### config.mk
export PLATFORM = sky130hd
export DESIGN_NAME = wb_arbiter
export DESIGN_NICKNAME = d
export VERILOG_FILES = /design/src/rtl/wb_arbiter.sv
export SDC_FILE = /design/constraint.sdc
export NUM_CORES = 1
export LEC_CHECK = 0
export BUFFER_PORTS_ARGS = -buffer_cell sky130_fd_sc_hd__buf_4
export CAP_MARGIN = 0
export CORE_AREA = 2 2 119 121
export DETAILED_ROUTE_END_ITERATION = 8
export DIE_AREA = 0 0 121 123
export MAX_ROUTING_LAYER = met4
export PLACE_DENSITY = 0.54
export REMOVE_ABC_BUFFERS = 1
export SETUP_SLACK_MARGIN = 0.02
export SLEW_MARGIN = 10
export SYNTH_ARGS = -nofsm -noshare
export SYNTH_HDL_FRONTEND = slang
export SYNTH_SLANG_ARGS = --single-unit
### constraint.sdc
create_clock -name i_wb_clk -period 5.5 [get_ports i_wb_clk]
set_input_delay 0.55 -clock i_wb_clk [delete_from_list [all_inputs] [get_ports i_wb_clk]]
set_output_delay 0.55 -clock i_wb_clk [all_outputs]
set_load 0.01 [all_outputs]
### src/rtl/wb_arbiter.sv
// Two-master Wishbone B4 pipelined arbiter with outstanding-ack tracking.
// Define WB_ARBITER_RR_EN for round-robin; default is fixed m0 priority.
module wb_arbiter #(
  parameter int WB_ADDR_BITS = 32,
  parameter int MAX_PENDING  = 4
) (
  input  logic                    i_wb_clk,
  input  logic                    i_wb_rst_n,
  input  logic                    i_m0_wb_cyc,
  input  logic                    i_m0_wb_stb,
  input  logic                    i_m0_wb_we,
  input  logic [WB_ADDR_BITS-1:0] i_m0_wb_addr,
  input  logic [31:0]             i_m0_wb_data,
  output logic [31:0]             o_m0_wb_data,
  output logic                    o_m0_wb_stall,
  output logic                    o_m0_wb_ack,
  input  logic                    i_m1_wb_cyc,
  input  logic                    i_m1_wb_stb,
  input  logic                    i_m1_wb_we,
  input  logic [WB_ADDR_BITS-1:0] i_m1_wb_addr,
  input  logic [31:0]             i_m1_wb_data,
  output logic [31:0]             o_m1_wb_data,
  output logic                    o_m1_wb_stall,
  output logic                    o_m1_wb_ack,
  output logic                    o_s_wb_cyc,
  output logic                    o_s_wb_stb,
  output logic                    o_s_wb_we,
  output logic [WB_ADDR_BITS-1:0] o_s_wb_addr,
  output logic [31:0]             o_s_wb_data,
  input  logic [31:0]             i_s_wb_data,
  input  logic                    i_s_wb_stall,
  input  logic                    i_s_wb_ack,
  output logic [1:0]              o_grant
);

  localparam int CW = $clog2(MAX_PENDING + 1);
  localparam logic [CW-1:0] MAXP = CW'(MAX_PENDING);

  typedef enum logic [1:0] {
    IDLE = 2'b00,
    GNT0 = 2'b01,
    GNT1 = 2'b10
  } state_t;

  state_t        state;
  state_t        state_nx;
  state_t        pick;
  logic [CW-1:0] pend;
  logic [CW-1:0] pend_nx;
  logic          full;
  logic          ack_v;
  logic          accept;
  logic          own_cyc;

  assign full   = (pend == MAXP);
  assign ack_v  = i_s_wb_ack && (pend != '0);
  assign accept = o_s_wb_stb && !i_s_wb_stall;

  assign o_m0_wb_data = i_s_wb_data;
  assign o_m1_wb_data = i_s_wb_data;
  assign o_grant      = state;

`ifdef WB_ARBITER_RR_EN
  logic last_m1;

  always_ff @(posedge i_wb_clk or negedge i_wb_rst_n) begin
    if (!i_wb_rst_n) begin
      last_m1 <= 1'b1;
    end else if (state_nx != state) begin
      if (state_nx == GNT0) last_m1 <= 1'b0;
      if (state_nx == GNT1) last_m1 <= 1'b1;
    end
  end

  assign pick = last_m1 ? GNT0 : GNT1;
`else
  assign pick = GNT0;
`endif

  always_ff @(posedge i_wb_clk or negedge i_wb_rst_n) begin
    if (!i_wb_rst_n) begin
      state <= IDLE;
      pend  <= '0;
    end else begin
      state <= state_nx;
      pend  <= pend_nx;
    end
  end

  always_comb begin
    state_nx = state;
    unique case (state)
      IDLE: begin
        if (i_m0_wb_cyc && i_m1_wb_cyc) state_nx = pick;
        else if (i_m0_wb_cyc)           state_nx = GNT0;
        else if (i_m1_wb_cyc)           state_nx = GNT1;
      end
      GNT0: begin
        if (!i_m0_wb_cyc)
          state_nx = i_m1_wb_cyc ? GNT1 : IDLE;
      end
      GNT1: begin
        if (!i_m1_wb_cyc)
          state_nx = i_m0_wb_cyc ? GNT0 : IDLE;
      end
      default: state_nx = IDLE;
    endcase
  end

  // Dropping cyc abandons the cycle: outstanding count is discarded.
  assign own_cyc = (state == GNT0 && i_m0_wb_cyc) ||
                   (state == GNT1 && i_m1_wb_cyc);

  always_comb begin
    pend_nx = pend;
    if (!own_cyc) begin
      pend_nx = '0;
    end else if (accept && !ack_v) begin
      pend_nx = pend + CW'(1);
    end else if (!accept && ack_v) begin
      pend_nx = pend - CW'(1);
    end
  end

  always_comb begin
    o_s_wb_cyc    = 1'b0;
    o_s_wb_stb    = 1'b0;
    o_s_wb_we     = 1'b0;
    o_s_wb_addr   = '0;
    o_s_wb_data   = '0;
    o_m0_wb_stall = 1'b1;
    o_m0_wb_ack   = 1'b0;
    o_m1_wb_stall = 1'b1;
    o_m1_wb_ack   = 1'b0;
    unique case (state)
      GNT0: begin
        o_s_wb_cyc    = i_m0_wb_cyc;
        o_s_wb_stb    = i_m0_wb_stb && !full;
        o_s_wb_we     = i_m0_wb_we;
        o_s_wb_addr   = i_m0_wb_addr;
        o_s_wb_data   = i_m0_wb_data;
        o_m0_wb_stall = i_s_wb_stall || full;
        o_m0_wb_ack   = ack_v;
      end
      GNT1: begin
        o_s_wb_cyc    = i_m1_wb_cyc;
        o_s_wb_stb    = i_m1_wb_stb && !full;
        o_s_wb_we     = i_m1_wb_we;
        o_s_wb_addr   = i_m1_wb_addr;
        o_s_wb_data   = i_m1_wb_data;
        o_m1_wb_stall = i_s_wb_stall || full;
        o_m1_wb_ack   = ack_v;
      end
      default: ;
    endcase
  end

endmodule

### Yosys cells after proc, flatten, opt, wreduce, memory -nomap -nowiden

Index checks and enable logic that the tools add are counted.

| word-level totals | value |
|---|---|
| register bits after elaboration | 5 |
| output and inout port bits | 137 |

| operators by class | value |
|---|---|
| multiplexer cells | 20 |
| equality and inequality tests | 7 |
| add/subtract/negate cells | 2 |
| reduce and logical (&&, ||, !) cells | 18 |

Operators by type and width:

| cell | count |
|---|---|
| $pmux W32 S2 | 2 |
| $mux W2 | 6 |
| $logic_and A1 B1 Y1 | 9 |
| $mux W3 | 3 |
| $pmux W1 S2 | 3 |
| $pmux W2 S3 | 1 |
| $mux W1 | 5 |
| $logic_not A1 Y1 | 4 |
| $ne A2 B2 Y1 const B | 2 |
| $ne A4 B4 Y1 const B | 1 |
| $add A3 B1 Y3 const B | 1 |
| $eq A3 B3 Y1 const B | 1 |
| $ne A3 B1 Y1 const B | 1 |
| $reduce_and A3 Y1 | 1 |
| $reduce_bool A3 Y1 | 1 |
| $sub A3 B1 Y3 const B | 1 |
| $eq A2 B1 Y1 const B | 1 |
| $eq A2 B2 Y1 const B | 1 |
| $logic_not A2 Y1 | 1 |
| $logic_or A1 B1 Y1 | 2 |

### Longest topological paths before layout

| logic depth | value |
|---|---|
| word-level depth | 10 |
| mapped depth | 10 |
| depth with buffers taken out | 10 |

### Least setup slack after synthesis

OpenSTA, ideal clock, no wires.

| timing path | value |
|---|---|
| path kind | flip-flop to flip-flop |
| from | register state[0], in the netlist o_grant[0] |
| to | register pend[2] |
| setup time | 0.139 ns |
| stages on the path, launching flop included | 9 |
| clock period less this slack | 2.176 ns |
| path slack | 3.324 ns |
| required time | 5.361 ns |
| data arrival time | 2.037 ns |
| cells stage by stage | dfrtp_1 > inv_1 > ha_1 > mux2_2 > nand4b_1 > nor2_1 > fa_1 > o311ai_0 > o32ai_1 |

| on the way | value |
|---|---|
| word-level cells in the longest chain between the ends | 6 |

RTL lines:

| what | RTL line | source |
|---|---|---|
| start: declaration | 45 | `state_t state;` |
| start signal: assignment | 85 | `state <= state_nx;` |
| $eq A2 B2 Y1 / $eq A2 B1 Y1 (equally long branches) | 112, 135, 111 |  |
| $pmux W1 S2 | 135 | `unique case (state)` |
| $logic_and A1 B1 Y1 | 57 | `assign accept = o_s_wb_stb && !i_s_wb_stall;` |
| $logic_not A1 Y1 / $logic_and A1 B1 Y1 (equally long branches) | 120, 118 |  |
| $logic_and A1 B1 Y1 / $mux W3 (equally long branches) | 120, 118 |  |
| $ne A3 B1 Y1 (no source line) / $mux W3 (equally long branches) | n/a |  |
| end signal: assignment | 86 | `pend <= pend_nx;` |
| end: declaration | 48 | `logic [CW-1:0] pend;` |

Parallel ways exist; a longest one is shown, timed or not.
A chain may end at the register's enable or synchronous reset.

### Final worst setup path

Same ends and word-level chain as after synthesis.

==> run metrics <==
commonest cells after routing, fill and taps aside buf_4 (212), a22oi_1 (65), nor2b_1 (65); crit path DAT ~3.4 ns; setup violators final 0; measured slew at the worst slew-check pin roughly 1 ns; Multi-input gate area roughly 1300 µm²; Post-Route Setup TNS 0 ns; layer with the highest usage met2; met3 GRT Util approximately 11%; post-synthesis sequential area ratio under 10%; met2 Resource Use GR 16.7%; power density over the cells slightly below 400 nW/µm²; Setup crit start kind flip-flop; CP cell instances inv_1, ha_2, buf_4, mux2_2, nand4b_1, nor2_1, fa_1, o311ai_0, o32ai_1; H-tree levels 1; Slew Limit Fails 0; VDD IR-drop max between 0.2 and 0.3 mV; commonest non-fill, non-tap cell in the layout buf_4; first-pass GRT wire length about 14000 µm; cell-internal power between 0.6 and 0.7 mW; Critical Path RT between 5 and 6 ns; Yosys reg bits 5; status finished clean; Post-Syn Instances roughly 270; maxcap violations 0; Clock power frac a little under a tenth; Setup WS pre-CTS 2.25 ns; Cell variety after synth 35; dpl hpwl between 8000 and 9000 µm; Die W approximately 120 µm; ant diodes 0; fin nets slightly below 600; Main synth FF type dfrtp_1; largest stage delay on the critical path between 0.5 and 0.6 ns; Post-route DRC 0; critical path class flip-flop to flip-flop; share of cells above drive strength 1 a little under three fifths; CTS tree yes; Syn-to-layout area delta 66.9%; HP Class input port to async pin; CP max FO 39; Reg area about 130 µm²; Port Buffers between 200 and 250; met1 Usage GRT 13.7%; switching share of power 45.6%; Post-synth EDFFs 0; vias in the first global route about 2.4k; Filler Cell Count between 1k and 1.5k; crit path capture type flip-flop; gr ovfl total 0; max frequency about 310 MHz; RSZ-0062 raised after global routing false; ANT nets after route 0; period utilisation layout between 50% and 60%; min setup slack post-route 2.23 ns; Sequential Power Share under 10%; Detailed Route WL 9960 µm; CTS clock-pin slew for the worst setup and hold paths approximately 0.03 ns; Iter 0 DRT Violations between 70 and 80; P_leak 1.53 nW; setup bufs post-CTS 0; die area 14900 µm²; final hold violation count 0; Max clock buf depth 2; Site Rows 43; Core Area about 14000 µm²; Hold Buf Count CTS 0; ys async rst share between 90% and 100%; Gate power share between 80% and 90%; DR WL/cell approximately 17 µm; GRT Total Usage between 10% and 20%; Worst-Skew Late Latency approximately 0.23 ns; drt first pass iters 6; I/O pin count 307; Root Buffer Master clkbuf_16; vias per inst 4.32; vias post-DR around 2.5k; Die Y ~120 µm; critical path's slowest cell ha_2; largest net degree at the start of global routing a little over 70; CTS sink count 5; Syn. warnings 0; mapped cell area around 2000 µm²; initial antenna violation count 0; Inserted Clock Buffers 3; initial core utilization roughly 15%; P_sw a little under 0.6 mW; post_cts resized 0; skew final 0.000502 ns; Slew HR between 30% and 40%; Placer Congestion between 0.8 and 0.9; mean area per synthesized cell slightly above 7 µm²; final period demand of the worst path roughly 3.3 ns
## cell type report
type | instances | area share (%)
repair buffers | 212 | 48.1
multi-input cells | 177 | 38.2
well taps | 180 | 6.81
flip-flops and latches | 5 | 3.78
clock buffers | 4 | 2.38
inverters | 6 | 0.681
## per-stage QoR
stage                     hold WS (ns)  power [mW]  std cells  util (%)  instance area (µm²)
final                            0.118        1.28        584      24.3                 3310
after global routing             0.120        1.39        584      24.3                 3310
after CTS                        0.119        1.30        584      24.3                 3310
after detailed placement         0.359        1.17        580      23.7                 3230
after global placement           0.361        1.15        580      23.7                 3230
after floorplan                  0.254       0.675        188         -                 1410
## per-layer routing
metal | vias to the layer above | routed length (µm)
met4 | 0 | 22
met5 | - | 0
met1 | 1123 | 3820
li1 | 1162 | -
met3 | 2 | 2170
met2 | 234 | 3950
## power by group through the flow
stage / combinational (mW) / clock (mW) / sequential (mW)
global route: 1.20 / 0.126 / 0.0616
global placement: 1.09 / 0 / 0.0589
finish: 1.10 / 0.121 / 0.0594
detailed placement: 1.11 / 0 / 0.0597
CTS: 1.11 / 0.123 / 0.0595
floorplan: 0.614 / 0 / 0.0602
## sequential cells by signal, summed over array words and instances (netlist names)
| signal | flops |
|---|---|
| o_grant | 2 |
| pend | 3 |
## synthesized netlist by cell type (all sizes together) (2+ instances only)
library cell  instances  area share [%]
clkbuf               13             2.5
nor3                  2            0.51
a21oi                 2            0.51
and2                  3            0.95
nand2                 6             1.1
a22oi                66              25
buf                  73              27
inv                   6             1.1
nor2b                65              21
and3                  2            0.69
dfrtp                 5             6.3
nor2                  6             1.1
ha                    5             3.2
o21ai                 4             1.0
## worst max-delay path, delay by kind of cell (launching register included)
| family | cells | cell delay [ns] |
|---|---|---|
| adder cells (fa/ha/maj) | 2 | 0.93 |
| buffers and inverters | 2 | 0.60 |
| AO/OA/AOI/OAI | 2 | 0.48 |
| flip-flops | 1 | 0.42 |
| multiplexers | 1 | 0.42 |
| AND/OR/NAND/NOR | 2 | 0.25 |
## final timing paths
check | slack (ns) | depth (start not counted) | start | endpoint
max in group asynchronous | 5.27 | 1 | i_wb_rst_n | pend[2]
min in group i_wb_clk | 0.55 | 1 | pend[2] | pend[2]
max reg2reg | 2.23 | 9 | o_grant[0] | pend[2]
max | 2.23 | 9 | o_grant[0] | pend[2]
min reg2reg | 0.55 | 1 | pend[2] | pend[2]
min | 0.12 | 1 | i_wb_rst_n | o_grant[0]
## kinds of logic after synthesis
| group | Yosys count | synth area share, % |
|---|---|---|
| and+or+nand+nor | 90 | 27.6 |
| AOI/OAI and AO/OA | 78 | 29.5 |
| DFF | 5 | 6.31 |
| xor gates and xnor gates | 1 | 1.14 |
| adders and majority gates | 6 | 4.17 |
| buffers and inverters | 92 | 30.2 |
| muxes | 2 | 1.07 |
Power figures use the tool's default switching activity.
